--- src/rtl/layer2_pool_window.sv ---
// Assembles non-overlapping 2x2 windows from a raster pixel stream for the layer-2 max-pool stage.
// One line buffer holds each even row; odd rows pair with it to emit one window per odd column.
module layer2_pool_window #(
    parameter int unsigned bits        = 16,
    parameter int unsigned bits_shift  = 4,
    parameter int unsigned channel_num = 8,
    parameter int unsigned img_width   = 10,
    parameter int unsigned img_height  = 10,
    parameter int unsigned col_bits    = 4
) (
    input  logic                                      clk_in,
    input  logic                                      rst_n,
    input  logic [(channel_num << bits_shift)-1:0]     data_in,
    input  logic                                      valid_in,
    output logic [((channel_num*4) << bits_shift)-1:0] data_out,
    output logic                                      start,
    output logic                                      frame_done
);

    localparam int unsigned PIX_W = channel_num << bits_shift;
    localparam int unsigned WIN_W = (channel_num * 4) << bits_shift;
    localparam int unsigned IDX_W = (img_width > 1) ? $clog2(img_width) : 1;

    localparam logic [col_bits-1:0] LAST_COL     = col_bits'(img_width - 1);
    localparam logic [col_bits-1:0] LAST_ROW     = col_bits'(img_height - 1);
    localparam logic [col_bits-1:0] LAST_ODD_COL = col_bits'((img_width / 2) * 2 - 1);
    localparam logic [col_bits-1:0] LAST_ODD_ROW = col_bits'((img_height / 2) * 2 - 1);

    typedef enum logic {
        FILL = 1'b0,
        EMIT = 1'b1
    } state_e;

    state_e              state_q, state_d;
    logic [col_bits-1:0] col_q, col_d;
    logic [col_bits-1:0] row_q, row_d;
    logic [PIX_W-1:0]    left_q, left_d;
    logic [WIN_W-1:0]    data_out_q, data_out_d;
    logic                start_q, start_d;
    logic                frame_done_q, frame_done_d;

    logic [PIX_W-1:0]    line_buf_q [img_width];
    logic [PIX_W-1:0]    top_left_c, top_right_c;
    logic [WIN_W-1:0]    win_c;
    logic                col_end_c;

    // State, counters and registered outputs
    always_ff @(posedge clk_in or negedge rst_n) begin
        if (!rst_n) begin
            state_q      <= FILL;
            col_q        <= '0;
            row_q        <= '0;
            left_q       <= '0;
            data_out_q   <= '0;
            start_q      <= 1'b0;
            frame_done_q <= 1'b0;
        end else begin
            state_q      <= state_d;
            col_q        <= col_d;
            row_q        <= row_d;
            left_q       <= left_d;
            data_out_q   <= data_out_d;
            start_q      <= start_d;
            frame_done_q <= frame_done_d;
        end
    end

    // Line buffer: contents are only read after a FILL row rewrote them, so no reset
    always_ff @(posedge clk_in) begin
        if (valid_in && (state_q == FILL)) begin
            line_buf_q[IDX_W'(col_q)] <= data_in;
        end
    end

    // Window word: per channel slots TL, TR, BL, BR from low to high
    always_comb begin
        win_c       = '0;
        top_left_c  = line_buf_q[IDX_W'({col_q[col_bits-1:1], 1'b0})];
        top_right_c = line_buf_q[IDX_W'(col_q)];
        for (int c = 0; c < int'(channel_num); c++) begin
            win_c[((c*4 + 0) << bits_shift) +: bits] = top_left_c[(c << bits_shift) +: bits];
            win_c[((c*4 + 1) << bits_shift) +: bits] = top_right_c[(c << bits_shift) +: bits];
            win_c[((c*4 + 2) << bits_shift) +: bits] = left_q[(c << bits_shift) +: bits];
            win_c[((c*4 + 3) << bits_shift) +: bits] = data_in[(c << bits_shift) +: bits];
        end
    end

    // Next-state, counter advance and output decode
    always_comb begin
        state_d      = state_q;
        col_d        = col_q;
        row_d        = row_q;
        left_d       = left_q;
        data_out_d   = data_out_q;
        start_d      = 1'b0;
        frame_done_d = 1'b0;
        col_end_c    = (col_q == LAST_COL);

        if (valid_in) begin
            if (col_end_c) begin
                col_d = '0;
                row_d = (row_q == LAST_ROW) ? '0 : row_q + col_bits'(1);
            end else begin
                col_d = col_q + col_bits'(1);
            end

            unique case (state_q)
                FILL: begin
                    // A trailing even row of an odd-height frame stays in FILL
                    if (col_end_c && (row_q != LAST_ROW)) begin
                        state_d = EMIT;
                    end
                end
                EMIT: begin
                    if (!col_q[0]) begin
                        left_d = data_in;
                    end else begin
                        data_out_d   = win_c;
                        start_d      = 1'b1;
                        frame_done_d = (row_q == LAST_ODD_ROW) && (col_q == LAST_ODD_COL);
                    end
                    if (col_end_c) begin
                        state_d = FILL;
                    end
                end
                default: state_d = FILL;
            endcase
        end
    end

    assign data_out   = data_out_q;
    assign start      = start_q;
    assign frame_done = frame_done_q;

endmodule

--- config.mk ---
export PLATFORM = sky130hd
export DESIGN_NAME = layer2_pool_window
export DESIGN_NICKNAME = d
export VERILOG_FILES = /design/src/rtl/layer2_pool_window.sv
export SDC_FILE = /design/constraint.sdc
export NUM_CORES = 2
export LEC_CHECK = 0
export ABC_AREA = 1
export CELL_PAD_IN_SITES_DETAIL_PLACEMENT = 1
export CELL_PAD_IN_SITES_GLOBAL_PLACEMENT = 2
export CORE_MARGIN = 5
export CORE_UTILIZATION = 34
export CTS_CLUSTER_DIAMETER = 200
export DETAILED_ROUTE_END_ITERATION = 8
export GPL_TIMING_DRIVEN = 0
export PLACE_DENSITY_LB_ADDON = 0.1
export SLEW_MARGIN = 30
export SYNTH_ARGS = -nofsm -noshare
export SYNTH_HDL_FRONTEND = slang
export SYNTH_SLANG_ARGS = --single-unit
--- constraint.sdc ---
create_clock -name clk_in -period 11.25 [get_ports clk_in]
set_input_delay 1.125 -clock clk_in [delete_from_list [all_inputs] [get_ports clk_in]]
set_output_delay 1.125 -clock clk_in [all_outputs]
set_load 0.005 [all_outputs]
# Yosys cells after proc, flatten, opt, wreduce, memory -nomap -nowiden
# Memory sizes are Yosys's and may differ from the RTL's. A register that Yosys moved wholly into a read port is not among the register bits.
# Index checks and enable logic that the tools add are counted.
# W data, S select, Z words.
# totals
reg_bits,651
latch_bits,0
ramBits,1280
romBits,0
output_inout_bits,514
wordCells,36
mem_count,1
# classes
addsub,2
mul,0
n_div,0
order_cmp,0
eq_ne,3
shifts,0
mux,13
bitwise_logic,2
reduce_logical,8
# memory_table
memory,depth,word_bits,read_ports,rd_clocked_by_memory_dff,write_ports,line_no,text
line_buf_q,10,128,2,2,1,42,logic [PIX_W-1:0] line_buf_q [img_width];
# op_table
cell,count
$mux W1,10
$add A4 B1 Y4 const B,2
$eq A4 B4 Y1 const B,2
$mux W4,2
$reduce_and A3 Y1,2
$ne A4 B4 Y1 const B,1
$logic_and A1 B1 Y1,3
$logic_not A1 Y1,2
$not A1 Y1,2
$pmux W1 S2,1
$reduce_and A2 Y1,1

# Logic depth before layout (Yosys ltp)
# depth
word_depth,5
depth_mapped,12
depth_no_buf,9

# Worst setup path before layout
# Ideal clock, no wire load.
# synth_timing
path_kind,input to register
from,in valid_in
to,mem line_buf_q[4][0] (netlist bit) (enable)
setup_ns,0.772
arrival_ns,10.242
required_time_ns,10.478
path_slack_ns,0.237
path_stages,5
path_buffers,1
path_cell_list,buf_2 inv_1 nor2_1 nand2_1 nor3_1
# synth_via
elab_chain_cells,3
# synth_rtl
item,line_no,text
from (decl),14,"input logic valid_in,"
$logic_and A1 B1 Y1,70,if (valid_in && (state_q == FILL)) begin
$mux W1,70,
$mux W1 (implied by the code),71,line_buf_q[IDX_W'(col_q)] <= data_in;
to (decl),42,
# No other way between the ends.

# Worst setup path in the final report
# layout_timing
from,reg col_q[0]
to,mem line_buf_q[0][57] (netlist bit) (enable)
# layout_lines
item,line_no,text
from (decl),35,"logic [col_bits-1:0] col_q, col_d;"
from (signal assigned),59,col_q <= col_d;
# Straight into the memory's write port.

==> results.md <==
- Post-synthesis to final-layout area growth: 25.45%
- TritonCTS clock tree: done
- Clock transition at the register clock pins on the worst setup and hold paths after CTS: approximately 60 ps
- Io pins: roughly 650
- Final hold violations: 0
- Number of synthesis warnings: 0
- Max-Cap Viols: 0
- Setup TNS: 0 ps
- Via total after detailed routing: 63665
- Crit path launch type: flop
- Number of antenna violations at the first check in global routing: 22
- Worst setup skew after layout: roughly 31 ps
- Critical Path Fanout Max: 10
- Type of the worst setup path: reg2reg
- Number of nets with antenna violations after detailed routing: 0
- Syn nets: roughly 8400
- Final period demand of the worst path: around 4700 ps
- Leakage power summed over all cells: 44.33 nW
- Die Span Y: 500.2 microns
- Maximum number of pins on one net before global-route repair: 104
- Post-detail-place hpwl: 242700 microns
- Area share of the leading cell type in the synthesized netlist: 0.4704
- Post-synthesis instance area: just over 80000 sq um
- Area used by sequential logic in the layout: roughly 55000 sq um
- Cell occurring most often along the worst timing path: buf_4
- Worst supply voltage drop on vdd: roughly 0.14 mV
- Count of hold-fix buffers inserted at cts: 0
- 1st-iter DRT viols: approximately 4800
- Wire length per cell after detailed routing: around 27 microns
- Number of distinct standard cells referenced by the synthesized netlist: 24
- Slew at the pin with the worst max-slew slack: between 1000 and 1500 ps
- Worst hold slack: 149.9 ps
- Root buffer cell: clkbuf_16
- Cell breakdown of the critical path: buf_4 > inv_2 > buf_6 > clkbuf_1 > nand3_1 > nor3_2 > buf_4 > buf_4 > buf_4 > buf_6 > buf_4 > buf_4
- Final setup violation count: 0
- # DRC: 0
- Resized cells post-CTS: 0
- Routed Wire Length: about 340000 microns
- Portion of the clock cycle consumed by the worst path in the final layout: 0.4201
- Site row count: between 150 and 200
- Largest cells by area after synthesis: edfxtp_1 (47%), dfrtp_1 (20%), nand2_1 (18%), inv_1 (2.9%), o21ai_0 (2.9%)
- Post-synthesis average cell area: approximately 10 sq um
- Gr ovfl total: 0
- Die Outline Area: 250200 sq um
- Buffer depth of the longest clock path: 3
- Starting density of the core: 0.3407
- Std-Cell Core Area: ~240000 sq um
- Number of flip-flops and latches in the synthesized netlist: 1931
- CP endpoint kind: flop
- Sequential cell area fraction in the yosys report: 0.6698
- Clock latency reported for the late side of the worst-skew pair: 870 ps
- RSZ-0062 raised after global routing: no
- Number of vias per cell after detailed routing: about 5
- Filler cells: roughly 27000
- Combined area of the multi-input logic cells: 22420 sq um
- Share of layout cells above drive strength 1: 0.1039
- First-pass iteration count of the detailed router: 5
- Total power per unit cell area: ~280 nW/um^2
- CTS Sinks: roughly 1900
- Fin. max-slew vios: 0
- Number of global-route vias before repair: 66123
- Worst min-delay path class: in2async
- Buffer count from post-CTS setup fixing: 0
- Critical path's slowest cell: dfrtp_1
- Top delay family on crit path: buffers and inverters
- Delay of the slowest cell on the worst path: between 700 and 800 ps
- Number of standard cells after synthesis: between 8000 and 9000
- Total buffers and inverters traversed by the critical path: 10
- Outcome: complete, no violations
- Timing-limited maximum frequency: between 0.2 and 0.25 GHz
- Wire length of the first global-routing pass: about 480000 microns
- Post-synth top area cell: edfxtp_1
- Required time of the critical path: around 12000 ps
- TritonCTS buffer count: about 220
- Placer Congestion: 0.8093
- Total of buffers placed on input and output ports: approximately 640
- Level count of the clock H-tree: 4
- All-Layer GR Usage: 0.2664
- Number of nets in the finished design: ~9500
- Critical path data arrival time: roughly 5300 ps
- Die X-Extent: between 500 and 600 microns
- Worst rel slew slack: 0.2842
==> cells in the mapped netlist <==
cell,number
o21ai_0,467
inv_2,3
o22ai_1,88
nand3_2,1
buf_2,265
a21oi_1,169
nor2_1,47
buf_4,21
buf_6,3
or2_2,186
buf_1,27
a31oi_1,1
nor2_2,3
nor3_1,3
o21ai_1,46
edfxtp_1,1280
o211ai_1,221
dfrtp_1,651
nand3_1,159
xor2_1,2
xnor2_1,1
inv_1,633
clkbuf_1,166
nand2_1,3867
==> cell families after synthesis <==
kind of cell,count (synthesis),share of synthesized area
and+or+nand+nor,4266,0.2043
buffers and inverters,1118,0.05666
AOI/OAI and AO/OA,992,0.06889
xor gates and xnor gates,3,0.0003216
DFF,1931,0.6698
==> final timing paths <==
check | depth (start not counted) | endpoint | startpoint | slack, ps
min in group clk_in | 2 | data_out[360] | left_q[88] | 470
max in group asynchronous | 4 | data_out[218] | rst_n | 9250
worst max-delay path | 12 | line_buf_q[0][57] | col_q[0] | 6520
worst min-delay path | 1 | data_out[487] | rst_n | 150
worst max register to register | 12 | line_buf_q[0][57] | col_q[0] | 6520
worst min register to register | 2 | data_out[360] | left_q[88] | 470
==> metrics by stage <==
stage | setup slack [ps] | power, W | instance area, sq um | cells | util
floorplan | 236.6 | 0.01516 | 81710 | 8310 | -
global placement | -24660 | 0.02168 | 92130 | 12138 | 0.3841
detailed placement | 6612 | 0.02189 | 95210 | 12286 | 0.3969
CTS | 6579 | 0.02928 | 102500 | 12702 | 0.4272
global route | 6528 | 0.03055 | 102500 | 12707 | 0.4273
finish | 6524 | 0.02896 | 102500 | 12713 | 0.4273
==> placed cells by master, fill, tap and decap left out, types with 4 or more instances in the layout <==
master / n
clkinvlp_4: 4
clkbuf_16: 227
buf_6: 8
clkbuf_2: 21
o21ai_1: 46
o211ai_1: 221
inv_2: 4
clkdlybuf4s50_1: 642
buf_8: 4
buf_1: 27
nand3_1: 159
buf_2: 259
inv_1: 632
buf_12: 5
clkbuf_8: 33
bufinv_16: 16
nor2_4: 8
inv_6: 8
o21ai_0: 467
or2_2: 186
o22ai_1: 88
dfrtp_1: 651
nand2_1: 3867
clkinv_1: 25
clkbuf_1: 210
nor2_1: 39
buf_4: 75
diode_2: 11
buf_16: 87
clkinv_2: 32
edfxtp_1: 1280
a21oi_1: 169
==> flip-flops by register name, summed over array words and instances (netlist names) <==
signal,cells
line_buf_q,1280
data_out,512
left_q,128
col_q,4
row_q,4
frame_done,1
start,1
state_q,1
==> report_power, final <==
group	internal, W	switching, W	leakage [nW]
combinational	0.00399	0.00796	21.4
sequential	0.00899	0.000723	19.3
clock	0.00427	0.00303	3.56
total	0.0173	0.0117	44.3
==> layer usage <==
layer / vias to the layer above / global-route usage / part of all wire
met4: 4 / 0.08179 / 0.033
li1: 29012 / - / -
met2: 1787 / 0.4467 / 0.47
met1: 32444 / 0.3561 / 0.44
met5: - / 0 / 0.000079
met3: 418 / 0.04223 / 0.057
==> final cells by class <==
cell class | count | share of cell area
diodes | 11 | 0.0002686
plain buffers | 482 | 0.02235
clock buffers | 327 | 0.06230
clock inverters | 89 | 0.008557
inverters | 636 | 0.02329
multi-input cells | 5261 | 0.2187
flip-flops and latches | 1931 | 0.5339
well taps | 3185 | 0.03888
repair buffers | 791 | 0.09169
(Power assumes the default switching activity.)
